[src/rtl/sample_pipe.sv]
// sample_pipe: DEPTH-stage register pipeline for WIDTH sampled channels with
// valid/ready handshakes on both ends. The ready chain is fully combinational
// from out_ready, so empty stages are always filled and the pipe never keeps
// a bubble while it is being pushed. Output polarity is set per channel by
// INV_MASK.
//
// Optional feature: define SAMPLE_PIPE_LEVEL_EN to add the `level` output,
// a registered count of full stages.
module sample_pipe #(
  parameter int              WIDTH    = 2,
  parameter int              DEPTH    = 2,
  parameter logic [WIDTH-1:0] INV_MASK = '0
) (
  input  logic             clk,
  input  logic             rst_n,
  input  logic             in_valid,
  input  logic [WIDTH-1:0] in_data,
  output logic             in_ready,
  output logic             out_valid,
  input  logic             out_ready,
  output logic [WIDTH-1:0] out_data,
  output logic [WIDTH-1:0] out_data_n
`ifdef SAMPLE_PIPE_LEVEL_EN
  ,
  output logic [$clog2(DEPTH+1)-1:0] level
`endif
);

  logic [DEPTH-1:0]            full_q, full_d;
  logic [DEPTH-1:0][WIDTH-1:0] data_q, data_d;
  logic [DEPTH-1:0]            adv;
  logic [DEPTH-1:0]            up_full;
  logic [DEPTH-1:0][WIDTH-1:0] up_data;
  logic                        hole_below;

  // Stage i advances when out_ready is high or any stage at or after i is
  // empty; written as a running OR so there is no chained dependency on adv.
  always_comb begin
    adv        = '0;
    hole_below = 1'b0;
    for (int i = DEPTH - 1; i >= 0; i--) begin
      hole_below = hole_below | ~full_q[i];
      adv[i]     = out_ready | hole_below;
    end
  end

  // Upstream view of each stage: stage 0 sees the input port.
  always_comb begin
    up_full    = '0;
    up_data    = '0;
    up_full[0] = in_valid;
    up_data[0] = in_data;
    for (int i = 1; i < DEPTH; i++) begin
      up_full[i] = full_q[i-1];
      up_data[i] = data_q[i-1];
    end
  end

  // Next-state: advancing stages take the upstream full bit; data only moves
  // when a real word arrives, so idle registers never toggle.
  always_comb begin
    full_d = full_q;
    data_d = data_q;
    for (int i = 0; i < DEPTH; i++) begin
      if (adv[i]) begin
        full_d[i] = up_full[i];
        if (up_full[i]) begin
          data_d[i] = up_data[i];
        end
      end
    end
  end

  // Stage registers; synchronous reset wins over any handshake.
  always_ff @(posedge clk) begin
    if (!rst_n) begin
      full_q <= '0;
      data_q <= '0;
    end else begin
      full_q <= full_d;
      data_q <= data_d;
    end
  end

  assign in_ready   = adv[0];
  assign out_valid  = full_q[DEPTH-1];
  assign out_data   = data_q[DEPTH-1] ^ INV_MASK;
  assign out_data_n = ~out_data;

`ifdef SAMPLE_PIPE_LEVEL_EN
  logic                        in_xfer;
  logic                        out_xfer;
  logic [$clog2(DEPTH+1)-1:0]  level_q, level_d;

  assign in_xfer  = in_valid & in_ready;
  assign out_xfer = out_valid & out_ready;

  // Occupancy moves only on one-sided transfers.
  always_comb begin
    level_d = level_q;
    if (in_xfer && !out_xfer) begin
      level_d = level_q + 1'b1;
    end else if (!in_xfer && out_xfer) begin
      level_d = level_q - 1'b1;
    end
  end

  // Occupancy register.
  always_ff @(posedge clk) begin
    if (!rst_n) begin
      level_q <= '0;
    end else begin
      level_q <= level_d;
    end
  end

  assign level = level_q;
`endif

endmodule

[config.mk]
export PLATFORM = sky130hd
export DESIGN_NAME = sample_pipe
export DESIGN_NICKNAME = d
export VERILOG_FILES = /design/src/rtl/sample_pipe.sv
export SDC_FILE = /design/constraint.sdc
export NUM_CORES = 1
export LEC_CHECK = 0
export CAP_MARGIN = 20
export CORE_AREA = 10 10 47 49
export CTS_BUF_LIST = sky130_fd_sc_hd__clkbuf_4 sky130_fd_sc_hd__clkbuf_8
export CTS_CLUSTER_SIZE = 8
export DETAILED_ROUTE_END_ITERATION = 10
export DIE_AREA = 0 0 57 59
export GPL_TIMING_DRIVEN = 1
export SYNTH_ARGS = -nofsm -noshare
export SYNTH_HDL_FRONTEND = slang
export SYNTH_SLANG_ARGS = --single-unit
[constraint.sdc]
create_clock -name clk -period 1.05 [get_ports clk]
set_clock_uncertainty 0.05 [all_clocks]
set_input_delay 0.21 -clock clk [delete_from_list [all_inputs] [get_ports clk]]
set_output_delay 0.21 -clock clk [all_outputs]
set_load 0.1 [all_outputs]
### Word-level counts from Yosys, hierarchy flattened

Cells that the tools add are included.

| word-level totals | value |
|---|---|
| bits of input ports | 6 |
| output and inout port bits | 6 |
| bits in registers | 6 |
| bits in latches | 0 |
| bits in writable memories | 0 |
| memories kept | 0 |
| logic and storage cells | 12 |
| bits in read-only memories | 0 |

| cells by class | value |
|---|---|
| eq/ne operators | 0 |
| divide/modulo/power cells | 0 |
| shift-type cells | 0 |
| bitwise operators | 6 |
| multipliers | 0 |
| mux-type cells | 0 |
| reduce and logical (&&, ||, !) cells | 2 |
| $lt $le $gt $ge | 0 |
| add/subtract/negate cells | 0 |

Operators with widths:

| cell | count |
|---|---|
| $reduce_and 2->1 | 2 |
| $or 1x1->1 | 3 |
| $not 1->1 | 2 |
| $not 2->2 | 1 |

### Logic depth before layout (Yosys ltp)

Gate-level depths: netlist (run 1).

| depth | value |
|---|---|
| depth after elaboration | 4 |
| mapped depth | 3 |
| mapped depth without buffers | 3 |

### Worst setup path after synthesis (run 1)

No wires, ideal clock.

| timing | value |
|---|---|
| kind | flip-flop to output port |
| start point | register full_q[1] |
| end point | output in_ready |
| slack | -1.040 ns |
| buffers on the path | 0 |
| arrival time | 1.830 ns |
| data required time | 0.790 ns |
| cell stages (with the launch flop) | 3 |
| cells stage by stage | dfxtp_1 > nor2b_4 > nand2_1 |

| on the way | value |
|---|---|
| cells in the longest elaborated chain, start to end | 3 |

Ends and longest elaborated chain:

| element | line | text |
|---|---|---|
| from (decl) | 29 | `logic [DEPTH-1:0] full_q, full_d;` |
| from (signal assigned) | 80 | `full_q <= full_d;` |
| $not 1->1 | 42 | `hole_below = hole_below \| ~full_q[i];` |
| $or 1x1->1 | 42 |  |
| $or 1x1->1 | 43 | `adv[i] = out_ready \| hole_below;` |
| to (decl) | 18 | `output logic in_ready,` |

Every way passes these cells.

### Worst setup path after layout (run 1)

Ends and elaborated chain as after synthesis.

==> results of run 1 <==
[synthesized netlist by cell type]
cell,count,area (µm²)
o21ai_0,2,10.0
nor2_1,1,3.75
inv_1,4,15.0
a21oi_1,4,20.0
dfxtp_1,6,120
nand3_1,2,10.0
mux2i_1,2,20.0
a21boi_2,1,11.3
nor2b_4,1,13.8
buf_4,2,15.0
or2b_2,1,8.76
nand2_1,5,18.8
[worst register-to-register path, cell delays in order (launching register included)]
cell      delay, ps
dfxtp_4         330
nor2b_4         140
buf_4           130
buf_6           120
a21boi_4        170
mux2i_1         200
[through the flow]
| step | util [%] | worst slack, ps | std cells | TNS (ps) |
|---|---|---|---|---|
| 6_report | 40.4 | -205 | 65 | -936 |
| 5_1_grt | 40.4 | -253 | 65 | -1450 |
| 4_1_cts | 39.6 | -228 | 64 | -779 |
| 3_5_place_dp | 34.6 | -371 | 58 | -1910 |
| 3_3_place_gp | 34.6 | -372 | 58 | -1880 |
| 2_1_floorplan | - | -189 | 31 | -828 |
[worst min path at each step]
stage | start | to | slack (ps) | depth (start not counted)
floorplan | in_valid | full_q[0]$_SDFFE_PN0P_ | 280 | 2
global placement | data_q[1]$_SDFFE_PN0P_ | data_q[1]$_SDFFE_PN0P_ | 400 | 2
detailed placement | data_q[1]$_SDFFE_PN0P_ | data_q[1]$_SDFFE_PN0P_ | 410 | 2
CTS | data_q[1]$_SDFFE_PN0P_ | out_data[1]$_SDFFE_PN0P_ | 420 | 2
global route | out_ready | full_q[1]$_SDFFE_PN0P_ | 450 | 3
finish | data_q[1]$_SDFFE_PN0P_ | data_q[1]$_SDFFE_PN0P_ | 420 | 2
[cell usage in the layout, fill, tap and decap left out, drive strengths merged]
cell	synthesis	final
a21boi	1	1
a21oi	4	4
buf	2	11
clkbuf	0	4
clkdlybuf4s50	0	4
clkinvlp	0	2
dfxtp	6	6
dlygate4sd2	0	1
inv	4	2
mux2i	2	2
nand2	5	5
nand3	2	2
nor2	1	1
nor2b	1	1
o21ai	2	2
or2b	1	1
[cell families after synthesis]
kind of cell	Yosys count
compound gates	7
flops	6
buf+inv	6
mux	2
simple gates	10
[final cells by class]
class / count / share of cell area [%]
timing repair buffer: 16 / 38.5
multi-input combinational: 19 / 25.2
sequential: 6 / 23.5
clock buffer: 4 / 5.31
inverter: 4 / 3.98
tap: 16 / 3.54
[state kept, by name, indices dropped and copies added (netlist names)]
| name | flops |
|---|---|
| data_q | 2 |
| out_data | 2 |
| full_q | 2 |
[power groups by stage]
stage                     Clock [µW]  Combinational (µW)  Sequential, µW
after detailed placement           0                 138             256
after CTS                        274                 148             249
after global placement             0                 137             256
final                            256                 150             249
after floorplan                    0                64.3             270
after global routing             291                 159             250
[what timing repair did]
item | in CTS | in global routing
setup endpoints to repair | 10 | 10
resized for setup | 10 | 3
setup buffers | 2 | 1
pin swaps | 1 | 2
endpoints found under the hold margin | 0 | 0
[metal layers]
metal  global-route usage [%]  share of wire, %
met2                     4.50                44
met4                     6.04               2.4
met3                     3.22               9.7
met5                        0                 0
met1                     4.27                44
==> flow_summary.ini, run 1 <==
[yosys]
syn_nets = 37
ys_ff_latch = 6
synth_fa_ha_area_share_pct = 0
synth_top_family_by_area = simple AND/OR/NAND/NOR gates
synthCells = 31
syn_avg_cell_area_um2 = 8.60
synthMuxAreaShare_pct = 7.51
synth-compound-area-share_pct = 15.5
synth_simple_gate_area_share_pct = 20.7
synthesis.area_um2 = 267
netlist-cell-type-count = 12
ys_warn_count = 0
synth_xor_area_share_pct = 0
ys_seq_area_share_pct = 45.1

[timing]
finalHoldViolCount = 0
hold_ws_ps = 421
rsz0062_at_grt = yes
finalCriticalPeriod_ps = 1250
worstMarginPinSlew_ps = 207
maxSlewHeadroom_pct = 86.2
post-route-period-util_pct = 120
setup_viol = 10
setup_slack_ps = -205
timing.fmax_ghz = 0.797
drv_slew = 0

[cts]
cts_buffers = 3
hold_buffers = 0
cts_tree = built
clkTransAtPathRegs_ps = 50
cts.path.max_buffers = 2
cts-root-buf = clkbuf_4
insertion_delay_ps = 250
cts.sinks = 6
htreeDepth = 1

[outcome]
violations = negative setup slack
status = finished with violations

[power_and_ir_drop]
p_leak_uw = 0.000231
p_comb_share_pct = 22.9
power_uw = 655
seqPwrFrac_pct = 38.1
clkPwrFrac_pct = 39.0
ir_worst_vdd_mv = 0.568
powerDensity_nw_per_um2 = 1160
switching_share_pct = 27.3
internal_power_uw = 476
netSwitchingPower_uw = 179

[finish]
postLayoutCellArea_um2 = 566
final_nets = 56
syn_to_final_growth_pct = 112
diodes = 0
drive_above_1_share_pct = 51.0
regArea_um2 = 133
nFillCells = 146
multi_input_area_um2 = 143

[routing]
routed_wl_um = 585
avgViaCountPerCell = 3.98
detail-route-antenna-nets = 0
dr.pass1.iters = 3
avgRoutedWirePerCell_um = 9.00
initialDrtViolationCount = 5
drc = 0
num_vias = 259

[floorplan]
num_rows = 14
ioPinCount = 12
fp.dieW_um = 57
die_area_um2 = 3360
core_area_um2 = 1400
die_h_um = 59
initial_core_util_pct = 19.0

[min_path]
min_path_type = register to register

[placed_design]
hpwlAfterDp_um = 474
gp_congestion = 0.756
port_buffers = 11
postPlaceCellArea_um2 = 484

[job]
maxCapViolCount = 0

[global_route]
grt_use_total_pct = 4.23
grt_pass1_vias = 234
grt_pass1_wl_um = 1010
grt_max_degree = 7
grt_antenna_before_repair = 0
overflow = 0

[critical_path]
crit_slowest_cell = dfxtp_4
end_kind = primary output
reg2reg_setup_slack_ps = -160
cp-startpoint = full_q[1]$_SDFFE_PN0P_
crit_cells = 3
reg2reg_to = data_q[1]$_SDFFE_PN0P_
ff2ff_path_depth = 5
slowest_delay_ps = 340
worstPathArrival_ps = 990
endpoint = in_ready
reg2reg_from = full_q[1]$_SDFFE_PN0P_
cp_max_fo = 2
crit_chain = nor2b_4 > nand2_8 > buf_12
crit_type = register to primary output
cpLargestDelayFamily = flip-flops
startpoint_type = register
critical_path_required_ps = 790
path_buf_inv = 1
Power figures use the tool's default switching activity.
==> run 2, diff against run 1 <==
- MAX_ROUTING_LAYER: not set -> met4
- SLEW_MARGIN: not set -> 10
==> run 2 against run 1 <==
The flow still finishes with violations (negative setup slack). Setup slack hardly changed. Non-clock buffer count unchanged. Total power unchanged. Clock-buffer cell count is the same. Via count did not move. Hold slack did not move. Highest routed layer unchanged. Design area stayed put. Core utilization did not move. First-iteration DRC count is the same. Global-route usage increased by 0.12 points.
==> flow_summary.ini, run 2 (synthesis results as in run 1) <==
[outcome]
status = finished with violations
violations = negative setup slack

[placed_design]
gp_congestion = 0.766
port_buffers = 11
hpwlAfterDp_um = 474
pre_cts_ws_ps = -371
postPlaceCellArea_um2 = 484

[global_route]
grt_use_total_pct = 4.35
grt_pass1_wl_um = 1020
grt_pass1_vias = 234
grt_max_degree = 7
grt_antenna_before_repair = 0
overflow = 0

[power_and_ir_drop]
power_uw = 655
ir_worst_vdd_mv = 0.568
p_leak_uw = 0.000231
powerDensity_nw_per_um2 = 1160

[finish]
syn_to_final_growth_pct = 112
final_common_cell = buf_12
diodes = 0
final_nets = 56
final_cell_mix = buf_12, a21oi_1, nand2_1, clkbuf_4, clkdlybuf4s50_1
drive_above_1_share_pct = 51.0
postLayoutCellArea_um2 = 566

[cts]
htreeDepth = 1
insertion_delay_ps = 250
cts.path.max_buffers = 2
cts-root-buf = clkbuf_4
cts_tree = built
cts.sinks = 6
clkTransAtPathRegs_ps = 50
cts_buffers = 3
hold_buffers = 0

[critical_path]
end_kind = primary output
crit_type = register to primary output
reg2reg_to = data_q[1]$_SDFFE_PN0P_
reg2reg_setup_slack_ps = -160
critical_path_required_ps = 790
cp_max_fo = 2
reg2reg_from = full_q[1]$_SDFFE_PN0P_
cp-startpoint = full_q[1]$_SDFFE_PN0P_
startpoint_type = register
worstPathArrival_ps = 990
ff2ff_path_depth = 5
endpoint = in_ready

[timing]
rsz0062_at_grt = yes
maxSlewHeadroom_pct = 86.2
post-route-period-util_pct = 120
setup_slack_ps = -205
worstMarginPinSlew_ps = 207
finalHoldViolCount = 0
setup_viol = 10
timing.fmax_ghz = 0.797
drv_slew = 0
finalCriticalPeriod_ps = 1250

[routing]
routed_wl_um = 585
avgViaCountPerCell = 3.98
avgRoutedWirePerCell_um = 9.00
num_vias = 259
drc = 0
detail-route-antenna-nets = 0
initialDrtViolationCount = 5
dr.pass1.iters = 3

[min_path]
hold_depth = 2
min_path_type = register to register

[job]
maxCapViolCount = 0

[floorplan]
ioPinCount = 12
num_rows = 14
die_h_um = 59
core_area_um2 = 1400
initial_core_util_pct = 19.0
fp.dieW_um = 57
die_area_um2 = 3360
==> run 2: cell counts in the layout (fill, tap and decap cells not counted) <==
No cell type changed its count.
==> run 2: area by class of cell <==
class	instances	area [µm²]
fill	146	836
timing repair buffer	16	218
multi-input combinational	19	143
sequential	6	133
clock buffer	4	30.0
inverter	4	22.5
tap	16	20.0
==> run 2: per-layer routing <==
layer	vias to the layer above	share of wire, %	track usage (%)
li1	135	-	-
met1	114	44	4.27
met2	8	44	4.50
met3	2	9.7	3.22
met4	0	2.4	6.04
met5	-	0	-
==> run 2: worst max-delay path: stages (launching register included) <==
cell and delay [ps]:
dfxtp_4 340, nor2b_4 190, nand2_8 60, buf_12 160
==> run 2: stage by stage <==
| stage | hold slack, ps | cells | setup TNS [ps] | util, % |
|---|---|---|---|---|
| 4_1_cts | 420 | 64 | -779 | 39.6 |
| 3_3_place_gp | 398 | 58 | -1880 | 34.6 |
| 6_report | 421 | 65 | -936 | 40.4 |
| 2_1_floorplan | 277 | 31 | -828 | - |
| 3_5_place_dp | 413 | 58 | -1910 | 34.6 |
| 5_1_grt | 454 | 65 | -1450 | 40.4 |
==> run 2: how the worst min path moves through the flow <==
stage                           start                  endpoint  slack, ps
2_1_floorplan                in_valid    full_q[0]$_SDFFE_PN0P_        280
3_5_place_dp   data_q[1]$_SDFFE_PN0P_    data_q[1]$_SDFFE_PN0P_        410
4_1_cts        data_q[1]$_SDFFE_PN0P_  out_data[1]$_SDFFE_PN0P_        420
6_report       data_q[1]$_SDFFE_PN0P_    data_q[1]$_SDFFE_PN0P_        420
5_1_grt                     out_ready    full_q[1]$_SDFFE_PN0P_        450
3_3_place_gp   data_q[1]$_SDFFE_PN0P_    data_q[1]$_SDFFE_PN0P_        400
==> run 2: timing repair <==
action,4_1_cts,5_1_grt
setup buffers,2,1
pin swaps,1,2
resized for setup,10,3
endpoints found under the setup margin,10,10
==> run 2: report_power, final <==
group | internal, µW | switching (µW)
clock network | 170 | 85.7
registers | 236 | 13.5
logic | 70.6 | 79.6
total | 476 | 179
==> RTL change 1, RTL diff (flow settings as in run 1) <==
Add a define of `SAMPLE_PIPE_LEVEL_EN`.
--- a/src/rtl/sample_pipe.sv
+++ b/src/rtl/sample_pipe.sv
@@ -6,6 +6,8 @@
 //
 // Optional feature: define SAMPLE_PIPE_LEVEL_EN to add the `level` output,
 // a registered count of full stages.
+`define SAMPLE_PIPE_LEVEL_EN
+
 module sample_pipe #(
   parameter int              WIDTH    = 2,
   parameter int              DEPTH    = 2,
Function (old outputs only; new: level): kept (equiv_simple and equiv_induct, registers matched by name and starting in step).
==> RTL change 1 against run 1 <==
The flow still finishes with violations (negative setup slack); design area is 33% higher; combinational power is 140% higher; via count is 42% higher; total power is 52% higher; die area stayed put; cell count is 31% higher; synthesized area is 32% higher; sequential cell count is 2 higher; setup slack worse by 0.23 ns; synthesized cell count is 32% higher; wire length is 56% higher; critical path type is now reg -> reg; largest cell class unchanged.
==> RTL change 1: results (changes against run 1) <==
status: "complete, but fails checks"
violations: "negative setup slack"
dp_worst_setup_slack_ns: -0.7543  # -0.3829 ns
cpPeakStageDelay_ns: 0.39  # +0.05 ns
tns_ns: -1.798  # -0.8619 ns
vias: 367  # +42%
diodes: 0  # unchanged
hold_path_class: "in -> reg"
dp.cells: 76  # +31%
synth_area_leaders: "dfxtp_1, a21oi_1, nand2_1"
antenna_found_initial: 0  # unchanged
htree_levels: 1  # unchanged
globalplace.congestion: 0.7057  # -6.7%
power.leakage_uw: 0.0003368  # +46%
numCtsBuffers: 3  # unchanged
use_met1_pct: 4.852  # +0.58 points
first_iter_violations: 2  # -3
clkLatencyLatePin_ns: 0.26
place_hpwl_um: 695.3  # +47%
grt_max_degree: 7  # unchanged
drt_first_pass_iters: 2  # -1
avgSynthCellArea_sq_um: 8.606  # +0.10%
critPathSlowestCell: "or3_1"
yosys_warnings: 0  # unchanged
routed_wl_um: 915  # +56%
drive_above_1_share_pct: 52.17  # +1.2 points
setup_slack_ns: -0.4381  # -0.2332 ns
synthArstFlopShare_pct: 0  # unchanged
yosysUniqueCellTypes: 15  # +3
final_nets: 77  # +38%
met2_usage_pct: 8.837  # +4.3 points
grt_pass1_wl_um: 1428  # +41%
clk_path_buf_depth: 2  # unchanged
ir_drop_v: 0.0008640  # +52%
dpl-instance-area_sq_um: 645.6  # +33%
ctsRootBufferMaster: "clkbuf_4"
dr_wl_met2_um: 431  # +68%
finalSetupViolCount: 12  # +2
port_buffers: 13  # +2
cp_data_arrival_time_ns: 1.64  # +0.65 ns
syn-num-nets: 48  # +30%
wl_met3_um: 74  # +30%
grt_pass1_vias: 347  # +48%
top_layer: "met4"
worst_slew_pin_slew_ns: 0.2179  # +0.01048 ns
seq_area_frac_synth_pct: 45.39  # +0.32 points
clk_pin_slew_ns: 0.06
avgViaCountPerCell: 4.318  # +8.4%
crit_fanout: 3  # +1
met1_length_um: 379  # +49%
ys_top_cells_by_count: "dfxtp_1, nand2_1, a21oi_1"
grt.total_usage_pct: 5.611  # +1.4 points
grtUsageMet3_pct: 3.648  # +0.43 points
## RTL change 1: changes by cell type after synthesis, sizes merged
cell,before,now
dfxtp,6,8
xor2,0,2
a21oi,4,5
ha,0,1
nand2,5,6
nand2b,0,1
nor2,1,2
o21ai,2,3
or2b,1,0
or3,0,1
## RTL change 1: path summary, 6_finish.rpt
check / startpoint / to / slack [ns] / depth (start not counted)
setup / recovery: full_q[1] / level[1] / -0.44 / 5
hold / removal: in_valid / full_q[0] / 0.28 / 3
setup reg to reg: full_q[1] / level[1] / -0.44 / 5
hold reg to reg: data_q[1] / data_q[1] / 0.41 / 2
## RTL change 1: repair_timing
item	4_1_cts	5_1_grt
hold endpoints to repair	0	0
setup endpoints to repair	14	13
pin swaps	1	5
setup buffers	9	3
resized for setup	13	6
## RTL change 1: worst max-delay path: cells and delay by family (launching register included)
family	cells	cell delay, ns
flops	1	0.34
fa+ha+maj	1	0.25
simple gates	2	0.52
compound gates	2	0.27
## RTL change 1: kinds of logic after synthesis
| family | after synthesis | synth area share [%] |
|---|---|---|
| AND/OR/NAND/NOR | 13 | 17.38 |
| AO/OA/AOI/OAI | 9 | 14.54 |
| flip-flops | 8 | 45.39 |
| buffers and inverters | 6 | 8.508 |
| XOR/XNOR | 2 | 4.965 |
| multiplexers | 2 | 5.674 |
| adder cells (fa/ha/maj) | 1 | 3.546 |
## RTL change 1: power by group
part           internal (uW)  switching, uW
sequential               325           20.0
combinational            159            202
clock                    172            114
total                    656            337
## RTL change 1: area by class of cell
| cell class | instances | area (sq um) |
|---|---|---|
| inverters | 4 | 22.52 |
| multi-input cells | 27 | 182.7 |
| fillers | 142 | 648.1 |
| repair buffers | 26 | 327.8 |
| well taps | 16 | 20.02 |
| flip-flops and latches | 8 | 170.2 |
| clock buffers | 4 | 30.03 |
==> RTL change 2, RTL diff (config.mk and constraints of run 1) <==
Made on the original files. `data_q` no longer has a reset.
--- a/src/rtl/sample_pipe.sv
+++ b/src/rtl/sample_pipe.sv
@@ -75,11 +75,13 @@
   always_ff @(posedge clk) begin
     if (!rst_n) begin
       full_q <= '0;
-      data_q <= '0;
     end else begin
       full_q <= full_d;
-      data_q <= data_d;
     end
+  end
+
+  always_ff @(posedge clk) begin
+    data_q <= data_d;
   end
 
   assign in_ready   = adv[0];
Formal check against the unedited RTL: differs if rst_n is asserted again (counterexample within 4 cycles, from zero or initial values and one cycle with rst_n low); with rst_n held inactive, the same outputs for 10 cycles.
==> RTL change 2 against run 1 <==
The flow still finishes with violations (negative setup slack); sequential cell count is the same; setup slack better by 0.0011 ns; synthesized area fell by 7.5%; wire length down 12%; design area is 15% lower; total power grew 4.4%; highest routed layer unchanged.
==> RTL change 2: results (changes against run 1) <==
stdcell_count: 46  # -29%
wl_per_cell_um: 11.17  # +24%
syn-num-nets: 23  # -38%
path_class: "reg -> out"
cp_data_arrival_time_ns: 0.99  # about the same
synth-edff-count: 4  # +4
place_hpwl_um: 457.3  # -3.5%
crit_fanout: 2  # unchanged
vias: 171  # -34%
synth-adder-area-share_pct: 0  # unchanged
synthArstFlopShare_pct: 0  # unchanged
synthFlopType: "edfxtp_1"
avgSynthCellArea_sq_um: 14.50  # +69%
p_switching_uw: 187.5  # +4.9%
synth_area_leaders: "edfxtp_1, dfxtp_1, nand3b_4"
ctsRootBufferMaster: "clkbuf_4"
port_buffers: 11  # unchanged
worst_slew_pin_slew_ns: 0.1953  # -0.01214 ns
dp.cells: 42  # -28%
grt.total_usage_pct: 3.550  # -0.68 points
first_iter_violations: 2  # -3
ys_top_cells_by_count: "edfxtp_1, inv_1, buf_4, dfxtp_1"
antenna_found_initial: 0  # unchanged
clkLatencyLatePin_ns: 0.24
final_nets: 37  # -34%
grt_pass1_wl_um: 862  # -15%
ir_drop_v: 0.0006300  # +11%
clk_path_buf_depth: 2  # unchanged
grt_max_degree: 5  # -2
synthMuxAreaShare_pct: 0  # -7.5 points
globalplace.congestion: 0.6643  # -12%
numCtsBuffers: 3  # unchanged
htree_levels: 1  # unchanged
diodes: 0  # unchanged
post_cts_buffers: 0  # -2
synth-xor-area-share_pct: 0  # unchanged
finalSetupViolCount: 6  # -4
yosysUniqueCellTypes: 10  # -2
violations: "negative setup slack"
drt_first_pass_iters: 2  # -1
status: "complete, but fails checks"
yosys_warnings: 0  # unchanged
hold_path_class: "reg -> reg"
power.leakage_uw: 0.0001990  # -14%
use_met1_pct: 2.387  # -1.9 points
grt_pass1_vias: 199  # -15%
setup_slack_ns: -0.2038  # +0.001138 ns
grtUsageMet3_pct: 3.863  # +0.64 points
synth_top_family_by_area: "simple AND/OR/NAND/NOR gates"
synth_compound_area_share_pct: 8.122  # -7.4 points
seq_area_frac_synth_pct: 64.97  # +20 points
dp_worst_setup_slack_ns: -0.3110  # +0.06048 ns
met2_usage_pct: 5.426  # +0.93 points
clk_pin_slew_ns: 0.05  # about the same
drive_above_1_share_pct: 60.00  # +9.0 points
RTL change 2: cell count changes after synthesis, moves of 3 or more:
cell,run 1,this run
nand2_1,5,0
dfxtp_1,6,2
a21oi_1,4,1
edfxtp_1,0,4
RTL change 2: cell type report:
| cell class | instances | area (sq um) |
|---|---|---|
| multi-input cells | 6 | 73.82 |
| fillers | 143 | 922.1 |
| well taps | 16 | 20.02 |
| flip-flops and latches | 6 | 167.7 |
| inverters | 3 | 18.77 |
| clock buffers | 4 | 30.03 |
| repair buffers | 11 | 168.9 |
RTL change 2: worst paths after layout:
path	startpoint	end	slack, ns	cells after the start
hold / removal	data_q[1]	out_data[1]	0.37	0
setup / recovery	out_data[0]	out_data_n[0]	-0.20	2
hold reg to reg	data_q[1]	out_data[1]	0.37	0
setup reg to reg	full_q[1]	data_q[1]	0.07	2
RTL change 2: power by group through the flow:
stage	clock, uW	combinational, uW	sequential (uW)
after floorplan	0	75.4	295
after global placement	0	147	283
after detailed placement	0	150	284
after CTS	265	149	279
after global routing	278	154	281
final	255	149	280
RTL change 2: per-layer routing:
metal  wire length [um]  share of wire, %
met3                 99                19
met2                231                45
met1                163                32
met4                 19               3.7
met5                  0                 0
RTL change 2: per-stage QoR:
step                utilization (%)  instance area (sq um)  TNS [ns]  power (uW)
floorplan                         -                  264.0   -0.5156       370.2
global placement              31.34                  439.2    -1.351       429.8
detailed placement            31.34                  439.2    -1.647       433.8
CTS                           33.66                  471.7   -0.8264       692.5
global route                  34.20                  479.2   -0.9278       713.1
finish                        34.20                  479.2   -0.7509       684.0
RTL change 2: repair_timing:
action,in CTS,in global routing
endpoints found under the hold margin,0,0
endpoints found under the setup margin,8,7
gates resized for setup,3,1
pin swaps,1,1
RTL change 2: logic make-up after synthesis:
logic type | Yosys count
AO/OA/AOI/OAI | 3
flip-flops | 6
buffers and inverters | 5
AND/OR/NAND/NOR | 3
RTL change 2: critical path: stages, from the launching register on:
cell,delay (ns)
edfxtp_1,0.45
clkinvlp_4,0.12
buf_12,0.17
